<file path="config.mk">
export PLATFORM = sky130hd
export DESIGN_NAME = blackbox_sweeper
export DESIGN_NICKNAME = d
export VERILOG_FILES = /design/src/rtl/blackbox_ctrl_pkg.sv /design/src/rtl/blackbox_sweeper_settle_timer.sv /design/src/rtl/blackbox_sweeper.sv
export SDC_FILE = /design/constraint.sdc
export NUM_CORES = 1
export LEC_CHECK = 0
export BUFFER_PORTS_ARGS = -buffer_cell sky130_fd_sc_hd__buf_2
export CAP_MARGIN = 10
export CORE_AREA = 2 2 80 82
export CTS_BUF_LIST = sky130_fd_sc_hd__clkbuf_8 sky130_fd_sc_hd__clkbuf_16
export CTS_CLUSTER_DIAMETER = 40
export DETAILED_ROUTE_END_ITERATION = 10
export DIE_AREA = 0 0 82 84
export GPL_TIMING_DRIVEN = 0
export SETUP_SLACK_MARGIN = 0.1
export SLEW_MARGIN = 10
export SYNTH_ARGS = -nofsm -noshare
export SYNTH_HDL_FRONTEND = slang
export SYNTH_SLANG_ARGS = --single-unit
</file>
<file path="constraint.sdc">
create_clock -name clk -period 4.1 [get_ports clk]
set_input_delay 0.205 -clock clk [delete_from_list [all_inputs] [get_ports clk]]
set_output_delay 0.205 -clock clk [all_outputs]
set_load 0.01 [all_outputs]
</file>
<file path="src/rtl/blackbox_ctrl_pkg.sv">
// Shared types and constants for the blackbox sweep/query controller.
// Bit-order convention: a vector index is {n,j,s}, with n as the MSB.
package blackbox_ctrl_pkg;

    localparam int VEC_W   = 3;
    localparam int TABLE_W = 8;

    typedef enum logic [2:0] {
        IDLE      = 3'd0,
        SW_SETTLE = 3'd1,
        SW_CAP    = 3'd2,
        SW_FIN    = 3'd3,
        Q_SETTLE  = 3'd4,
        Q_RESP    = 3'd5
    } state_t;

endpackage

</file>
<file path="src/rtl/blackbox_sweeper_settle_timer.sv">
// 4-bit load/count-down timer with zero flag, shared by the sweep and query paths.
module settle_timer (
    input  logic       clk,
    input  logic       reset_n,
    input  logic       load,
    input  logic [3:0] load_val,
    input  logic       dec,
    output logic       zero
);

    logic [3:0] cnt;

    // Load takes precedence; decrement stops at zero.
    always_ff @(posedge clk) begin
        if (!reset_n)
            cnt <= 4'd0;
        else if (load)
            cnt <= load_val;
        else if (dec && cnt != 4'd0)
            cnt <= cnt - 4'd1;
    end

    assign zero = (cnt == 4'd0);

endmodule

</file>
<file path="src/rtl/blackbox_sweeper.sv">
// Sequencing controller for a 3-in/1-out combinational blackbox: full
// truth-table sweep against an expected table, plus single-vector queries.
module blackbox_sweeper
    import blackbox_ctrl_pkg::*;
#(
    parameter int unsigned SETTLE = 1
) (
    input  logic               clk,
    input  logic               reset_n,
    input  logic               start,
    input  logic [TABLE_W-1:0] expected,
    input  logic               q_valid,
    input  logic [VEC_W-1:0]   q_vec,
    output logic               q_ready,
    output logic               r_valid,
    output logic               r_h,
    output logic               bb_n,
    output logic               bb_j,
    output logic               bb_s,
    input  logic               bb_h,
    output logic               busy,
    output logic               done,
    output logic [TABLE_W-1:0] table_out,
    output logic               pass,
    output logic [VEC_W-1:0]   mismatch_idx
);

    localparam logic [3:0] SETTLE_M1 = 4'(SETTLE - 1);

    state_t             state, state_nxt;
    logic [VEC_W-1:0]   idx;
    logic [VEC_W-1:0]   vec;
    logic [TABLE_W-1:0] exp_q;
    logic [TABLE_W-1:0] table_nxt;
    logic [TABLE_W-1:0] diff;
    logic [VEC_W-1:0]   mis_nxt;
    logic               tmr_load, tmr_dec, tmr_zero;

    settle_timer u_timer (
        .clk      (clk),
        .reset_n  (reset_n),
        .load     (tmr_load),
        .load_val (SETTLE_M1),
        .dec      (tmr_dec),
        .zero     (tmr_zero)
    );

    // State register.
    always_ff @(posedge clk) begin
        if (!reset_n)
            state <= IDLE;
        else
            state <= state_nxt;
    end

    // Next-state logic, timer control and state-decoded outputs.
    always_comb begin
        state_nxt = state;
        tmr_load  = 1'b0;
        tmr_dec   = 1'b0;
        unique case (state)
            IDLE: begin
                if (start) begin
                    state_nxt = SW_SETTLE;
                    tmr_load  = 1'b1;
                end else if (q_valid) begin
                    state_nxt = Q_SETTLE;
                    tmr_load  = 1'b1;
                end
            end
            SW_SETTLE: begin
                tmr_dec = 1'b1;
                if (tmr_zero) state_nxt = SW_CAP;
            end
            SW_CAP: begin
                if (idx == 3'd7) begin
                    state_nxt = SW_FIN;
                end else begin
                    state_nxt = SW_SETTLE;
                    tmr_load  = 1'b1;
                end
            end
            SW_FIN:   state_nxt = IDLE;
            Q_SETTLE: begin
                tmr_dec = 1'b1;
                if (tmr_zero) state_nxt = Q_RESP;
            end
            Q_RESP:   state_nxt = IDLE;
            default:  state_nxt = IDLE;
        endcase
    end

    assign busy    = (state != IDLE);
    assign done    = (state == SW_FIN);
    assign r_valid = (state == Q_RESP);
    // Gated by reset so every output reads 0 while reset is asserted.
    assign q_ready = reset_n && (state == IDLE) && !start;
    assign {bb_n, bb_j, bb_s} = vec;

    // Table including the bit captured this cycle, so the compare can be
    // registered on the same edge that enters SW_FIN.
    always_comb begin
        table_nxt      = table_out;
        table_nxt[idx] = bb_h;
        diff           = table_nxt ^ exp_q;
        mis_nxt        = '0;
        for (int i = TABLE_W - 1; i >= 0; i--)
            if (diff[i]) mis_nxt = VEC_W'(i);
    end

    // Datapath: vector drive, capture, results.
    always_ff @(posedge clk) begin
        if (!reset_n) begin
            idx          <= '0;
            vec          <= '0;
            exp_q        <= '0;
            table_out    <= '0;
            pass         <= 1'b0;
            mismatch_idx <= '0;
            r_h          <= 1'b0;
        end else begin
            unique case (state)
                IDLE: begin
                    if (start) begin
                        idx          <= '0;
                        vec          <= '0;
                        exp_q        <= expected;
                        table_out    <= '0;
                        pass         <= 1'b0;
                        mismatch_idx <= '0;
                    end else if (q_valid) begin
                        vec <= q_vec;
                    end
                end
                SW_CAP: begin
                    table_out <= table_nxt;
                    if (idx == 3'd7) begin
                        vec          <= '0;
                        pass         <= (diff == '0);
                        mismatch_idx <= mis_nxt;
                    end else begin
                        idx <= idx + 3'd1;
                        vec <= idx + 3'd1;
                    end
                end
                Q_SETTLE: begin
                    if (tmr_zero) begin
                        r_h <= bb_h;
                        vec <= '0;
                    end
                end
                default: ;
            endcase
        end
    end

endmodule

</file>
[Word level (Yosys, flattened, before mapping)]
Index checks and enable logic that the tools add are counted.
Word-level totals
  flip-flop bits (word level): 34
  input bits: 16
  output and inout port bits: 20
  logic and storage cells: 85
Cells by class
  add/sub/neg operators: 2
  magnitude comparators: 2
  eq/ne operators: 12
  muxes and demuxes: 37
  bitwise logic cells: 2
  reductions and logical operators: 21
Operators with widths (count)
  $mux 3: 19
  $pmux 8 s2: 1
  $pmux 3 s2: 2
  $pmux 3 s4: 1
  $reduce_and 3->1: 4
  $ne 2x2->1 const B: 5
  $eq 3x3->1 const B: 3
  $pmux 3 s3: 1
  $bwmux 8: 1
  $logic_not 8->1: 1
  $mux 8: 1
  $xor 8x8->8: 1
  $mux 1: 7
  $eq 3x2->1 const B: 2
  $reduce_and 2->1: 3
  $reduce_bool 3->1: 2
  $logic_and 1x1->1: 4
  $logic_not 4->1: 1
  $lt 3x4->1 const B: 1
  $pmux 1 s2: 2
  $reduce_bool 4->1: 1
  $reduce_or 2->1: 2
  $sub 4x1->4 const B: 1
  $add 3x1->3 const B: 1
  other kinds (9): 9

[Depth between registers and ports, before layout]
Gate-level depths: netlist of the first run.
  depth in word-level cells: 16
  mapped depth: 8
  mapped depth without buffers: 8

[Cells and area by module]
A second synthesis of the first run with hierarchy kept.
Second synthesis, totals
  cells, all modules: 230
  area total of the unflattened synthesis: 1941.9 um^2
By module, submodules not included
  blackbox_sweeper: instances 1, cells each 199, area each 1685.4 um^2, seq. area each 600.6 um^2
  settle_timer: instances 1, cells each 31, area each 256.5 um^2, seq. area each 80.1 um^2

[Least setup slack after synthesis of the first run]
Ideal clock, no wire load.
  kind: register to register
  from: reg idx[1]
  to: reg mismatch_idx[2]
  library setup time: 0.074 ns
  arrival: 1.854 ns
  data required time: 4.026 ns
  path slack: 2.172 ns
  cell stages (with the launch flop): 9
  path buffers: 0
  period minus slack after synthesis: 1.928 ns
  path through: dfxtp_1 -> ha_1 -> ha_1 -> nand2_1 -> or4_1 -> mux2i_1 -> and3_1 -> nand2_1 -> o21ai_0
On the way
  longest elaborated chain between the ends: 16
  elaborated cells on any way between the ends: 20
  classes of those cells: order compare (2); eq/ne (2); mux (13); bitwise (1); reduce/logical (2)
RTL lines
  start: declaration: RTL line blackbox_sweeper.sv:31  | logic [VEC_W-1:0] idx;
  start signal: assignment: RTL line blackbox_sweeper.sv:142  | idx <= idx + 3'd1;
  $lt 3x4->1 (implied by the code) / $ge 3x1->1 (equally long branches): RTL line blackbox_sweeper.sv:104  | table_nxt[idx] = bb_h;
  $logic_and 1x1->1 (implied by the code): RTL line blackbox_sweeper.sv:104
  $mux 1 (implied by the code): RTL line blackbox_sweeper.sv:104
  $demux 1 s3: RTL line blackbox_sweeper.sv:104
  $bwmux 8: RTL line blackbox_sweeper.sv:104
  $xor 8x8->8: RTL line blackbox_sweeper.sv:105  | diff = table_nxt ^ exp_q;
  $mux 3 (8 in a row): RTL line blackbox_sweeper.sv:108  | if (diff[i]) mis_nxt = VEC_W'(i);
  $mux 3: RTL line blackbox_sweeper.sv:137  | if (idx == 3'd7) begin
  $pmux 3 s2: RTL line blackbox_sweeper.sv:122  | unique case (state)
  end signal: assignment: RTL line blackbox_sweeper.sv:140  | mismatch_idx <= mis_nxt;
  end: declaration: RTL line blackbox_sweeper.sv:25  | output logic [VEC_W-1:0] mismatch_idx
Several ways; a longest one is shown, not always the timed one. The select of a mux whose other input is x is not followed.
A chain may end at the register's enable or synchronous reset.

[Worst setup path in the final report of the first run]
Ends and elaborated chain as after synthesis.

==> results of run 1 <==
## cell families (layout without fill, tap and decap cells)
group                      Yosys count  after routing
and+or+nand+nor                     92             92
AOI/OAI and AO/OA                   51             51
DFF                                 34             34
buffers and inverters               17             58
xor gates and xnor gates            13             13
muxes                               11             11
adders and majority gates            3              3
## per-stage QoR
stage	cell area, sq um	utilization	cells	hold slack [ps]
5_1_grt	2110	0.346	339	161
2_1_floorplan	1770	-	221	323
6_report	2110	0.346	339	158
4_1_cts	2110	0.346	339	153
3_5_place_dp	2030	0.334	332	443
3_3_place_gp	2030	0.334	332	446
## final timing paths
kind	start	end	slack, ps	depth (start not counted)
max	idx[1]	mismatch_idx[2]	1880	8
min	expected[6]	exp_q[6]	160	3
max reg2reg	idx[1]	mismatch_idx[2]	1880	8
min reg2reg	mismatch_idx[2]	mismatch_idx[2]	450	2
## final cells by class
| cell class | count | area, sq um | share of cell area |
|---|---|---|---|
| clock inverter | 2 | 7.51 | 0.00356 |
| clock buffer | 5 | 68.8 | 0.0326 |
| multi-input combinational | 170 | 1010 | 0.479 |
| timing repair buffer | 34 | 170 | 0.0807 |
| tap | 77 | 96.3 | 0.0457 |
| inverter | 6 | 22.5 | 0.0107 |
| sequential | 34 | 681 | 0.323 |
| buffer | 11 | 52.6 | 0.0249 |
## metal layers
metal  global-route usage  vias up  part of all wire
met2                0.214       28              0.47
met5                    0        -                 0
met3               0.0411        6             0.053
li1                     -      851                 -
met4               0.0379        0             0.011
met1                0.166      727              0.47
## worst max-delay path, stage by stage (launching register included)
cell and delay (ps):
dfxtp_1 480, ha_1 200, ha_1 280, nand2_1 150
or4_1 420, mux2i_1 200, and3_1 230, nand2_1 50
o21ai_0 140
## cells in the final DEF (no fill, tap or decap), types with 2 or more instances in the layout
cell      synthesis  final
xnor2_1           6      6
and3_1            4      4
clkbuf_1          8      8
a22oi_1          10     10
and2_1            2      2
nand2_1          30     30
ha_1              3      3
nor3_1            8      8
a21oi_1          17     17
and3b_2           2      2
a31oi_1           2      2
nor4_1            2      2
o21ai_0          15     15
nor3b_1           5      5
a211oi_1          2      2
mux2i_1          11     11
xor2_1            6      6
clkbuf_8          0      5
inv_1             6      8
nor2_1           31     31
buf_2             0     34
dfxtp_1          34     34
## registers in the layout, summed over array words and instances (netlist names)
signal,count
state,3
table_out,8
vec,3
r_h,1
pass,1
u_timer.cnt,4
idx,3
mismatch_idx,3
exp_q,8
## power by group through the flow
stage	Clock [W]	Combinational [W]	Sequential, W
floorplan	0	0.0000953	0.000365
global placement	0	0.000137	0.000364
detailed placement	0	0.000138	0.000365
CTS	0.000233	0.000139	0.000357
global route	0.000250	0.000156	0.000360
finish	0.000227	0.000138	0.000357
==> metrics.csv, run 1 <==
stage;metric;value;unit
clock_network;CTS tree;done;
timing;Final Setup Violations;0;
timing;RSZ-0062 raised after global routing;no;
placed_design;dpl ws;1890;ps
global_route;vias in the first global route;1502;
logic_synthesis;Post-Synth XOR/XNOR Area;0.0687;
clock_network;Max clock buf depth;2;
logic_synthesis;Synth cell types;37;
timing;Setup Skew;9.08;ps
final_layout;layout cells sized above 1;0.179;
logic_synthesis;post-synthesis sequential area ratio;0.385;
clock_network;CTS HTree Levels;2;
floorplan;Die Y;84;um
job;MaxCap Viol Count;0;
logic_synthesis;synth top area cells;dfxtp_1, nor2_1, nand2_1;
final_layout;Synth-to-Final Area Change;19.4;%
floorplan;Starting Density;0.290;
logic_synthesis;Post-Synth Simple-Gate Area;0.246;
logic_synthesis;Post-synth EDFFs;0;
global_route;Remaining Overflow, GRT;0;
power;Comb power frac;0.191;
power;PwrDens;342;mW/mm^2
timing;fmax;451;MHz
logic_synthesis;Synth Area in Compound Gates;0.174;
logic_synthesis;ys flop type;dfxtp_1;
logic_synthesis;Synth top area share;0.385;
final_layout;filler cell count;670;
drt;initial drt markers;92;
power;total power draw;0.000722;W
timing;final worst setup slack;1880;ps
global_route;global-route wire length before repair;7.04;mm
timing;count of final max-slew check failures;0;
setup_path;critical path class;reg -> reg;
floorplan;Die ar.;0.00689;sq mm
drt;total number of vias;1612;
placed_design;GPL Wtd Cong;0.800;
global_route;antenna violations before repair;0;
clock_network;clock sink total;34;
placed_design;Post-DP HPWL;3.19;mm
timing;Final period util;0.540;
global_route;pin count of the biggest net entering global routing;11;
clock_network;Clk Latency, worst-skew pair;280;ps
floorplan;cell row count;29;
timing;Slew @ Worst Pin;561;ps
setup_path;endpoint class of the critical path;flop;
logic_synthesis;synthesized area;0.00177;sq mm
drt;Via density;4.76;
timing;setup tns final;0;ps
timing;Hold Fails Final Rpt;0;
setup_path;worst path arrival time;2430;ps
logic_synthesis;Yosys reg bits;34;
clock_network;Post-CTS Resized;0;
logic_synthesis;Syn Area/Cell;7.99;sq um
run_status;status;finished clean;
drt;Detail Route Antenna Nets;0;
setup_path;type of origin of the critical path;flop;
power;clock group share of total power;0.314;
final_layout;nets;281;
power;sequential share of power;0.495;
drt;final WL;4.22;mm
power;Net Switching;0.000212;W
logic_synthesis;Post-Syn Nets;240;
drt;wire per inst;12.4;um
logic_synthesis;top-count cell post-synth;dfxtp_1;
logic_synthesis;Synth Area in Adders;0.0212;
clock_network;Clock Pin Slew Worst Setup and Hold Paths;70;ps
clock_network;Post-CTS Setup Bufs;0;
logic_synthesis;asr flop ratio synth;0;
floorplan;# IOs;36;
worst_hold_path;worst hold path type;in -> reg;
drt;DRC viols;0;
power;Leakage;0.890;nW
placed_design;port buffer count;34;
floorplan;Die X;82;um
power;sw frac;0.293;
logic_synthesis;main combinational cell family by area after synthesis;simple AND/OR/NAND/NOR gates;
logic_synthesis;dominant cell type by area after synthesis;dfxtp_1;
drt;drt first pass iters;4;
clock_network;hold_buf cts;0;
global_route;all-layer global routing usage;0.132;
final_layout;ANT cells;0;
clock_network;CTS buffer count;5;
power;Int Pwr;0.000510;W
logic_synthesis;Post-Syn Instances;221;
setup_path;CP max FO;10;
clock_network;Root Buffer;clkbuf_8;
floorplan;core area;0.00610;sq mm
logic_synthesis;synth warn;0;
logic_synthesis;synth cell count leaders;dfxtp_1, nor2_1, nand2_1;
logic_synthesis;post-synthesis mux area share;0.0623;
power;VDD IR max;0.000137;V
timing;relative slew slack;0.623;
setup_path;CP required;4310;ps
timing;fin crit period;2220;ps
Power figures use the tool's default switching activity.
==> run 2, diff against run 1 <==
Clock period 4.1 ns to 2 ns, I/O delays scaled along.
==> run 2 against run 1 <==
  * Core utilization rose by 3.7 points
  * Critical path depth fell by 2
  * Design area rose by 11%
  * Combinational power rose by 120%
  * Via count rose by 2.2%
  * Fmax rose by 16%
  * Sequential cell count did not move
  * First-iteration DRC count rose by 2.2%
  * Non-clock buffer count rose by 4
  * Worst hold slack got worse by 120 ps
  * Largest cell class unchanged
==> metrics.csv, run 2 (synthesized netlist as in run 1, its figures left out) <==
stage;metric;value;unit;change
final_layout;commonest non-fill, non-tap cell in the layout;buf_2;;
power;Net Switching;0.000481;W;+130%
floorplan;cell row count;29;;unchanged
floorplan;Starting Density;0.290;;unchanged
clock_network;clock sink total;34;;unchanged
drt;initial drt markers;94;;+2.2%
final_layout;nets;285;;+1.4%
power;sw frac;0.267;;-0.0263
final_layout;biggest regs;exp_q: 8 flops, table_out: 8 flops, u_timer.cnt: 4 flops;;
placed_design;placed inst area;0.00204;sq mm;+0.12%
placed_design;port buffer count;34;;unchanged
power;sequential share of power;0.405;;-0.090
run_status;status;finished clean;;
final_layout;commonest cells after routing, fill and taps aside;buf_2, nor2_1, dfxtp_1, nand2_1, a21oi_1;;
global_route;pin count of the biggest net entering global routing;13;;+2
final_layout;filler cell count;648;;-3.3%
worst_hold_path;hold-critical path depth;3;;unchanged
drt;final WL;4.50;mm;+6.7%
global_route;antenna violations before repair;0;;unchanged
setup_path;endpoint class of the critical path;flop;;
setup_path;FF-to-FF Start;idx[2];;
clock_network;Clk Latency, worst-skew pair;290;ps;about the same
floorplan;Die ar.;0.00689;sq mm;unchanged
floorplan;core area;0.00610;sq mm;unchanged
power;Comb power frac;0.167;;-0.024
timing;fin crit period;1920;ps;-298 ps
power;Int Pwr;0.00132;W;+160%
final_layout;Synth-to-Final Area Change;32.3;%;
global_route;Remaining Overflow, GRT;0;;unchanged
placed_design;Post-DP HPWL;3.16;mm;-1.0%
timing;count of final max-slew check failures;0;;unchanged
timing;Final period util;0.959;;+0.418
timing;Final Setup Violations;0;;unchanged
final_layout;ANT cells;0;;unchanged
final_layout;layout cells sized above 1;0.285;;+0.105
power;total power draw;0.00180;W;+150%
setup_path;CP max FO;10;;unchanged
worst_hold_path;worst hold path type;in -> reg;;
clock_network;CTS tree;done;;
setup_path;FF-to-FF path depth;6;;-2
drt;Via density;4.79;;+0.75%
global_route;global-route wire length before repair;7.56;mm;+7.3%
drt;Detail Route Antenna Nets;0;;unchanged
final_layout;final instance area;0.00234;sq mm;+11%
timing;Hold Fails Final Rpt;0;;unchanged
floorplan;Die X;82;um;unchanged
clock_network;CTS HTree Levels;2;;unchanged
power;clock group share of total power;0.428;;+0.114
power;VDD IR max;0.000323;V;+130%
clock_network;hold_buf cts;0;;unchanged
power;PwrDens;772;mW/mm^2;+130%
clock_network;CTS buffer count;5;;unchanged
timing;relative slew slack;0.658;;+0.0355
global_route;all-layer global routing usage;0.139;;+0.00762
drt;wire per inst;13.1;um;+5.1%
power;Leakage;0.966;nW;+8.5%
final_layout;Multi-input gate area;0.00112;sq mm;+11%
worst_hold_path;Hold Startpoint;expected[5];;
setup_path;worst path arrival time;2120;ps;-310 ps
clock_network;Root Buffer;clkbuf_8;;
timing;Slew @ Worst Pin;507;ps;-54.3 ps
floorplan;# IOs;36;;unchanged
clock_network;Clock Pin Slew Worst Setup and Hold Paths;80;ps;about the same
setup_path;CP required;2200;ps;-2110 ps
global_route;vias in the first global route;1514;;+0.80%
clock_network;Max clock buf depth;2;;unchanged
drt;DRC viols;0;;unchanged
setup_path;type of origin of the critical path;flop;;
placed_design;GPL Wtd Cong;0.804;;+0.50%
drt;total number of vias;1648;;+2.2%
timing;Setup Skew;3.04;ps;-6.05 ps
timing;fmax;522;MHz;+16%
final_layout;FF/Latch Area;692;sq um;+1.7%
floorplan;Die Y;84;um;unchanged
job;MaxCap Viol Count;0;;unchanged
setup_path;Critical Path Start;idx[2];;
timing;RSZ-0062 raised after global routing;yes;;
setup_path;critical path class;reg -> reg;;
drt;drt first pass iters;4;;unchanged
run 2: cell count changes in the layout (fill, tap and decap cells not counted), moves of 3 or more:
cell,before,now
nor3_2,0,3
dfxtp_1,34,31
mux2i_1,11,7
nor3b_1,5,2
nor3_1,8,5
dfxtp_4,0,3
run 2: final cells by class:
class	instances	share of cell area
Buffer	11	0.0268
Clock inverter	3	0.0294
Clock buffer	5	0.0294
Multi-Input combinational cell	170	0.480
Tap cell	77	0.0412
Timing Repair Buffer	38	0.0873
Inverter	6	0.00964
Sequential cell	34	0.296
run 2: layer usage:
| metal | GRT usage | part of all wire | up-vias | wire (um) |
|---|---|---|---|---|
| li1 | - | - | 862 | - |
| met3 | 0.0303 | 0.041 | 5 | 184 |
| met4 | 0.0409 | 0.011 | 0 | 48 |
| met5 | 0 | 0 | - | 0 |
| met2 | 0.208 | 0.45 | 37 | 2010 |
| met1 | 0.199 | 0.50 | 744 | 2250 |
run 2: worst paths after layout:
| kind | to | slack (ps) |
|---|---|---|
| worst min register to register | exp_q[1] | 470 |
| worst max-delay path | mismatch_idx[0] | 80 |
| worst min-delay path | exp_q[5] | 40 |
| worst max register to register | mismatch_idx[0] | 80 |
run 2: per-stage QoR:
stage	setup WS [ps]	utilization	TNS (ps)	hold slack, ps	instances
4_1_cts	89.3	0.375	0	27.3	343
5_1_grt	-39.1	0.383	-46.8	32.0	344
3_3_place_gp	-155	0.334	-498	345	332
6_report	82.5	0.383	0	38.0	344
3_5_place_dp	-206	0.334	-607	347	332
2_1_floorplan	105	-	0	217	221
run 2: power groups by stage:
stage / logic [W] / clock network (W) / registers (W)
finish: 0.000301 / 0.000773 / 0.000730
global route: 0.000343 / 0.000815 / 0.000736
CTS: 0.000290 / 0.000794 / 0.000731
detailed placement: 0.000282 / 0 / 0.000748
global placement: 0.000281 / 0 / 0.000747
floorplan: 0.000195 / 0 / 0.000749
run 2: what timing repair did:
item,in CTS,in global routing
endpoints found under the setup margin,13,21
buffers inserted,3,1
pin swaps,6,4
gates resized for setup,21,12
run 2: critical path, stage by stage (launching register included):
cell and delay (ps):
dfxtp_4 420, and3_2 240, mux2i_2 290, xnor2_2 170, nand2b_1 90, a311o_1 370, a311oi_1 250
